## src/rtl/memory_fault_log.sv

```systemverilog
// memory_fault_log: timestamped FIFO of blocked accesses from the address-window
// fault checker. The host drains records over a valid/ready port. A level interrupt
// is raised while records are pending, and faults lost to a full FIFO are counted.
// Optional feature: define MEMORY_FAULT_LOG_DEDUP_EN to suppress repeat faults
// whose address matches the last pushed address.
module memory_fault_log #(
    parameter int DEPTH = 8,
    parameter int AW    = 64,
    parameter int TS_W  = 32,
    parameter int CNT_W = 16
) (
    input  logic                       clk,
    input  logic                       reset,
    input  logic                       fault_in,
    input  logic [AW-1:0]              fault_addr,
    input  logic                       clear,
    input  logic                       irq_en,
    output logic                       rd_valid,
    input  logic                       rd_ready,
    output logic [AW-1:0]              rd_addr,
    output logic [TS_W-1:0]            rd_ts,
    output logic [$clog2(DEPTH):0]     level,
    output logic [CNT_W-1:0]           drop_count,
    output logic [CNT_W-1:0]           dup_count,
    output logic                       irq
);

    localparam int PW = $clog2(DEPTH);

    // The counters carry one extra bit over the pointers, so full and empty can be
    // told apart from the difference alone.
    logic [PW:0]     wr_cnt, rd_cnt;
    logic [PW-1:0]   wr_ptr, rd_ptr;
    logic [AW-1:0]   mem_addr [DEPTH];
    logic [TS_W-1:0] mem_ts   [DEPTH];
    logic [TS_W-1:0] ts;
    logic            full, pop, cand, push, drop_ev, dup_hit;

    assign wr_ptr   = wr_cnt[PW-1:0];
    assign rd_ptr   = rd_cnt[PW-1:0];
    assign level    = wr_cnt - rd_cnt;
    assign full     = level[PW];
    assign rd_valid = (level != '0);
    assign irq      = irq_en && rd_valid;
    assign rd_addr  = mem_addr[rd_ptr];
    assign rd_ts    = mem_ts[rd_ptr];

`ifdef MEMORY_FAULT_LOG_DEDUP_EN
    logic [AW-1:0] ref_addr;
    logic          ref_vld;

    assign dup_hit = fault_in && !clear && ref_vld && (ref_addr == fault_addr);

    // Dedup reference follows the last successful push; it is invalidated by a flush.
    always_ff @(posedge clk or posedge reset) begin
        if (reset) begin
            ref_addr <= '0;
            ref_vld  <= 1'b0;
        end else if (clear) begin
            ref_vld  <= 1'b0;
        end else if (push) begin
            ref_addr <= fault_addr;
            ref_vld  <= 1'b1;
        end
    end

    // Duplicates are counted even when the FIFO is full. The count saturates at all-ones.
    always_ff @(posedge clk or posedge reset) begin
        if (reset)
            dup_count <= '0;
        else if (clear)
            dup_count <= '0;
        else if (dup_hit && (dup_count != '1))
            dup_count <= dup_count + 1'b1;
    end
`else
    assign dup_hit   = 1'b0;
    assign dup_count = '0;
`endif

    // clear overrides both sides. A fault during clear is neither logged nor counted.
    assign pop     = rd_valid && rd_ready && !clear;
    assign cand    = fault_in && !clear && !dup_hit;
    assign push    = cand && (!full || pop);
    assign drop_ev = cand && full && !pop;

    // Free-running timestamp. It wraps naturally and is not affected by clear.
    always_ff @(posedge clk or posedge reset) begin
        if (reset)
            ts <= '0;
        else
            ts <= ts + 1'b1;
    end

    // Write and read counters. A flush snaps the read counter to the write counter.
    always_ff @(posedge clk or posedge reset) begin
        if (reset) begin
            wr_cnt <= '0;
            rd_cnt <= '0;
        end else if (clear) begin
            rd_cnt <= wr_cnt;
        end else begin
            if (push) wr_cnt <= wr_cnt + 1'b1;
            if (pop)  rd_cnt <= rd_cnt + 1'b1;
        end
    end

    // Record storage. It is zeroed on reset so the head outputs read zero.
    always_ff @(posedge clk or posedge reset) begin
        if (reset) begin
            for (int i = 0; i < DEPTH; i++) begin
                mem_addr[i] <= '0;
                mem_ts[i]   <= '0;
            end
        end else if (push) begin
            mem_addr[wr_ptr] <= fault_addr;
            mem_ts[wr_ptr]   <= ts;
        end
    end

    // Count overflow losses. The count saturates at all-ones.
    always_ff @(posedge clk or posedge reset) begin
        if (reset)
            drop_count <= '0;
        else if (clear)
            drop_count <= '0;
        else if (drop_ev && (drop_count != '1))
            drop_count <= drop_count + 1'b1;
    end

endmodule

```

## config.mk

```make
export PLATFORM = sky130hd
export DESIGN_NAME = memory_fault_log
export DESIGN_NICKNAME = d
export VERILOG_FILES = /design/src/rtl/memory_fault_log.sv
export SDC_FILE = /design/constraint.sdc
export NUM_CORES = 2
export LEC_CHECK = 0
export CAP_MARGIN = 25
export CORE_ASPECT_RATIO = 0.9
export CORE_UTILIZATION = 45
export DETAILED_ROUTE_END_ITERATION = 10
export PLACE_DENSITY = 0.72
export SLEW_MARGIN = 20
export SYNTH_ARGS = -nofsm -noshare
export SYNTH_HDL_FRONTEND = slang
export SYNTH_SLANG_ARGS = --single-unit
```

## constraint.sdc

```tcl
create_clock -name clk -period 75.2 [get_ports clk]
set_clock_uncertainty 0.1 [all_clocks]
set_input_delay 22.56 -clock clk [delete_from_list [all_inputs] [get_ports clk]]
set_output_delay 22.56 -clock clk [all_outputs]
set_load 0.02 [all_outputs]
```

==> results.md <==
- The run finished with clean final reports.
- The proportion of total power due to net switching is 0.312.
- The mapped netlist covers 0.0374 mm^2.
- Synthesis inferred 824 register bits.
- The distinct cell type count after synthesis is 54.
- The actual transition at the worst max-transition pin is 1020 ps.
- The path type of the worst min-delay path is reg -> reg.
- The share of total power dissipated in combinational logic is 0.354.
- After detailed routing, the number of remaining DRC violations is 0.
- The share of synthesized area in the top cell type comes to 0.552.
- The post-cts sizing count is 0.
- The share of total power dissipated in the clock network is 0.267.
- At the worst endpoint, the arrival time is 23700 ps.
- The worst setup path is captured at an output pin.
- Prior to clock tree synthesis, the placed netlist has a worst setup slack of 28830 ps.
- The via count of the first global-routing pass was 23716.
- The setup slack on the worst flop-to-flop path is 69520 ps.
- The count of nets after finishing is 2715.
- The worst hold endpoint is mem_addr[209].
- The overall routing resource usage is 0.209.
- The detail route stage leaves a number of antenna-violating nets equal to 0.
- IR analysis of the VDD net gives a maximum drop of 0.0000191 V.
- Headroom to the max-slew limit came out at 0.320.
- Counting instances, the worst hold path has a depth of 1.
- The number of hold-slack violations in the final timing report is 0.
- The die covers 0.0842 mm^2.
- The switching component of the power is 562 uW.
- In this run the static leakage power is 0.0198 uW.
- The clock period minus final worst setup slack is 46360 ps.
- In this run the power density over the cells is 41.5 mW/mm^2.
- Dividing the final minimum period by the clock period gives 0.617.
- In the routed layout, each cell is associated on average with a via count of 5.66.
- In this run the tool buffered the top-level ports with 187 buffer cells.
- The count of warnings emitted by yosys is 0.
- For this design the top-level I/O count stands at 204.
- The first global-routing pass estimated 137 mm of wire.
- Setup repair after global routing left no endpoint under its margin.
- After clock tree synthesis, the flow added hold-fix buffers numbering 0.
- The startpoint identified for the worst register-to-register timing path is rd_cnt[2].
- Of the total power, registers draw 0.379.
- The initial antenna violation count is 4.
- The commonest cells after synthesis are sky130_fd_sc_hd__dfrtp_1, sky130_fd_sc_hd__mux2_2, sky130_fd_sc_hd__nand2_1, sky130_fd_sc_hd__mux4_2, sky130_fd_sc_hd__clkbuf_1.
- The final number of setup-violating endpoints is 0.
- The clock-pin transition on the worst setup and hold timing paths is 60 ps.
- Measured in cells, the most critical reg-to-reg path has a length of 10.
- The clock tree from TritonCTS is built.
- The tool flagged a number of max-cap violations equal to 0.
- The type of the setup path with the least slack is in -> out.
- The core region is 0.0816 mm^2.
- The destination of the worst register-to-register timing path is mem_ts[30].
- Entering global routing, the biggest net connects 182 pins.
- Buffers inserted during clock tree synthesis total 89.
- Summed over all nets, the half-perimeter wirelength after detailed placement is 49.0 mm.
- After the first detailed-routing iteration, the DRC count stood at 1370.
- The cell sitting at the root of the clock tree is a sky130_fd_sc_hd__clkbuf_16.
- The global-route congestion overflow total is 0.
- The primary flip-flop cell chosen by synthesis mapping is sky130_fd_sc_hd__dfrtp_1.
- The detailed-routing iteration count for the pre-antenna-repair pass is 5.
- The clock latency of the later-clocked register in the worst-skew pair is 640 ps.
- The startpoint class of the critical path is an input port.
- Along the worst path, the maximum fanout reaches 1.
- The part of the Yosys area used for sequential elements is 0.552.
- The floorplan row count is 99.
- The initial utilization of the core area, before any placement, comes to 0.458.
- In this run, synthesis inferred 0 flip-flops with an integrated enable.
- In this run the most critical hold path is launched from mem_addr[209].
- The internal power summed over all cells is 1240 uW.
- The maximum buffer depth of the clock tree is 3.
- The vertical die dimension is 275 um.
- The post-detailed-routing wire length is 86.0 mm.
- The max-slew violation total from the final report is 0.
- Of the cells placed in the final design, the portion with a size suffix greater than 1 is 0.422.
- Data on the critical path is required at its endpoint by 52540 ps.
- Ranked by total cell area, the synthesized netlist is headed by sky130_fd_sc_hd__dfrtp_1, sky130_fd_sc_hd__mux2_2, sky130_fd_sc_hd__mux4_2.
- The most common cell in the synthesized netlist is sky130_fd_sc_hd__dfrtp_1.
- Setup total negative slack on the finished layout was measured at 0 ps.
- The width of the die is 306 um.
- In the final routed layout, each cell accounts on average for 22.8 um.
- The total chip power is 1800 uW.
- The synthesized instance count is 2508.
- The routed layout has 21361 vias.
- The highest achievable clock rate is 0.0216 GHz.
- The relative area change from synthesis to final layout is 16.2%.
- The worst path setup slack after routing is 28840 ps.
- Post-CTS timing repair inserted 0 buffers for setup.
- The clock drives 824 sinks.
- The deepest level of the CTS H-tree is 3.
- The share of synthesized flip-flops with an asynchronous set or reset is 1.00.
- The final weighted congestion in routability-driven placement is 0.742.
- The average instance in the mapped netlist occupies 14.9 um^2.
- The cell type with the highest aggregate area in the netlist is sky130_fd_sc_hd__dfrtp_1.
cell type report:
type	count	area, um^2
fillers	6441	38200
flip-flops and latches	824	20600
multi-input cells	1480	15800
clock buffers	122	2630
repair buffers	228	2300
well taps	1060	1330
clock inverters	41	659
inverters	14	62.6
diodes	2	5.00
worst max-delay path: stages:
cell and delay, ps:
sky130_fd_sc_hd__clkdlybuf4s50_1 440, sky130_fd_sc_hd__and2_1 110, sky130_fd_sc_hd__clkdlybuf4s50_1 600
cells in the final DEF (no fill, tap or decap), types with 12 or more instances in the layout:
master                            synthesis  final
sky130_fd_sc_hd__a21oi_1                 14     14
sky130_fd_sc_hd__buf_4                   21     31
sky130_fd_sc_hd__bufinv_16                0     17
sky130_fd_sc_hd__clkbuf_16                0     94
sky130_fd_sc_hd__clkbuf_8                 0     17
sky130_fd_sc_hd__clkdlybuf4s50_1          0    187
sky130_fd_sc_hd__clkinv_2                 0     17
sky130_fd_sc_hd__conb_1                   1     16
sky130_fd_sc_hd__dfrtp_1                824    821
sky130_fd_sc_hd__mux2_1                  33     33
sky130_fd_sc_hd__mux2_2                 698    698
sky130_fd_sc_hd__mux2_4                  40     40
sky130_fd_sc_hd__mux4_2                 192    192
sky130_fd_sc_hd__nand2_1                312    312
sky130_fd_sc_hd__nand3_1                 19     19
sky130_fd_sc_hd__nand4_1                 12     12
sky130_fd_sc_hd__nor2_1                  19     19
sky130_fd_sc_hd__xnor2_1                 24     24
sky130_fd_sc_hd__xor2_1                  17     17
cell families (layout without fill, tap and decap cells):
kind of cell | Yosys count | count (layout) | share of synthesized area
AO/OA/AOI/OAI | 41 | 41 | 0.00700
XOR/XNOR | 41 | 41 | 0.00961
adder cells (fa/ha/maj) | 8 | 8 | 0.00288
buffers and inverters | 219 | 405 | 0.0283
flip-flops | 824 | 824 | 0.552
multiplexers | 964 | 964 | 0.352
other | 1 | 18 | 0.000100
AND/OR/NAND/NOR | 410 | 410 | 0.0479
stage by stage:
step	hold WS [ps]	area [um^2]	util	std cells
2_1_floorplan	359	37400	-	2523
3_3_place_gp	368	40000	0.490	3599
3_5_place_dp	380	40000	0.490	3602
4_1_cts	393	43300	0.530	3765
5_1_grt	410	43400	0.532	3771
6_report	390	43400	0.532	3771
sequential cells by signal, summed over array words and instances, names as in the netlist:
register,count
ts,32
rd_cnt,4
mem_ts,256
wr_cnt,4
mem_addr,512
drop_count,16
layer usage:
layer | GRT usage | vias to the layer above | share of wire
met5 | 0 | - | 0.00024
met4 | 0.0542 | 4 | 0.021
met3 | 0.0339 | 119 | 0.036
met2 | 0.360 | 365 | 0.51
met1 | 0.277 | 11595 | 0.43
li1 | - | 9278 | -
power by group through the flow:
stage                     registers (uW)  clock network, uW  logic (uW)
after floorplan                      644                  0         474
after global placement               672                  0         630
after detailed placement             691                  0         647
after CTS                            684                493         650
after global routing                 704                511         684
final                                683                482         638
how the worst max path moves through the flow:
stage	from	endpoint	cells after the start
global route	irq_en	irq	3
CTS	irq_en	irq	3
finish	irq_en	irq	3
global placement	irq_en	irq	3
floorplan	reset	drop_count[0]	1
detailed placement	irq_en	irq	3
Power figures use the tool's default switching activity.
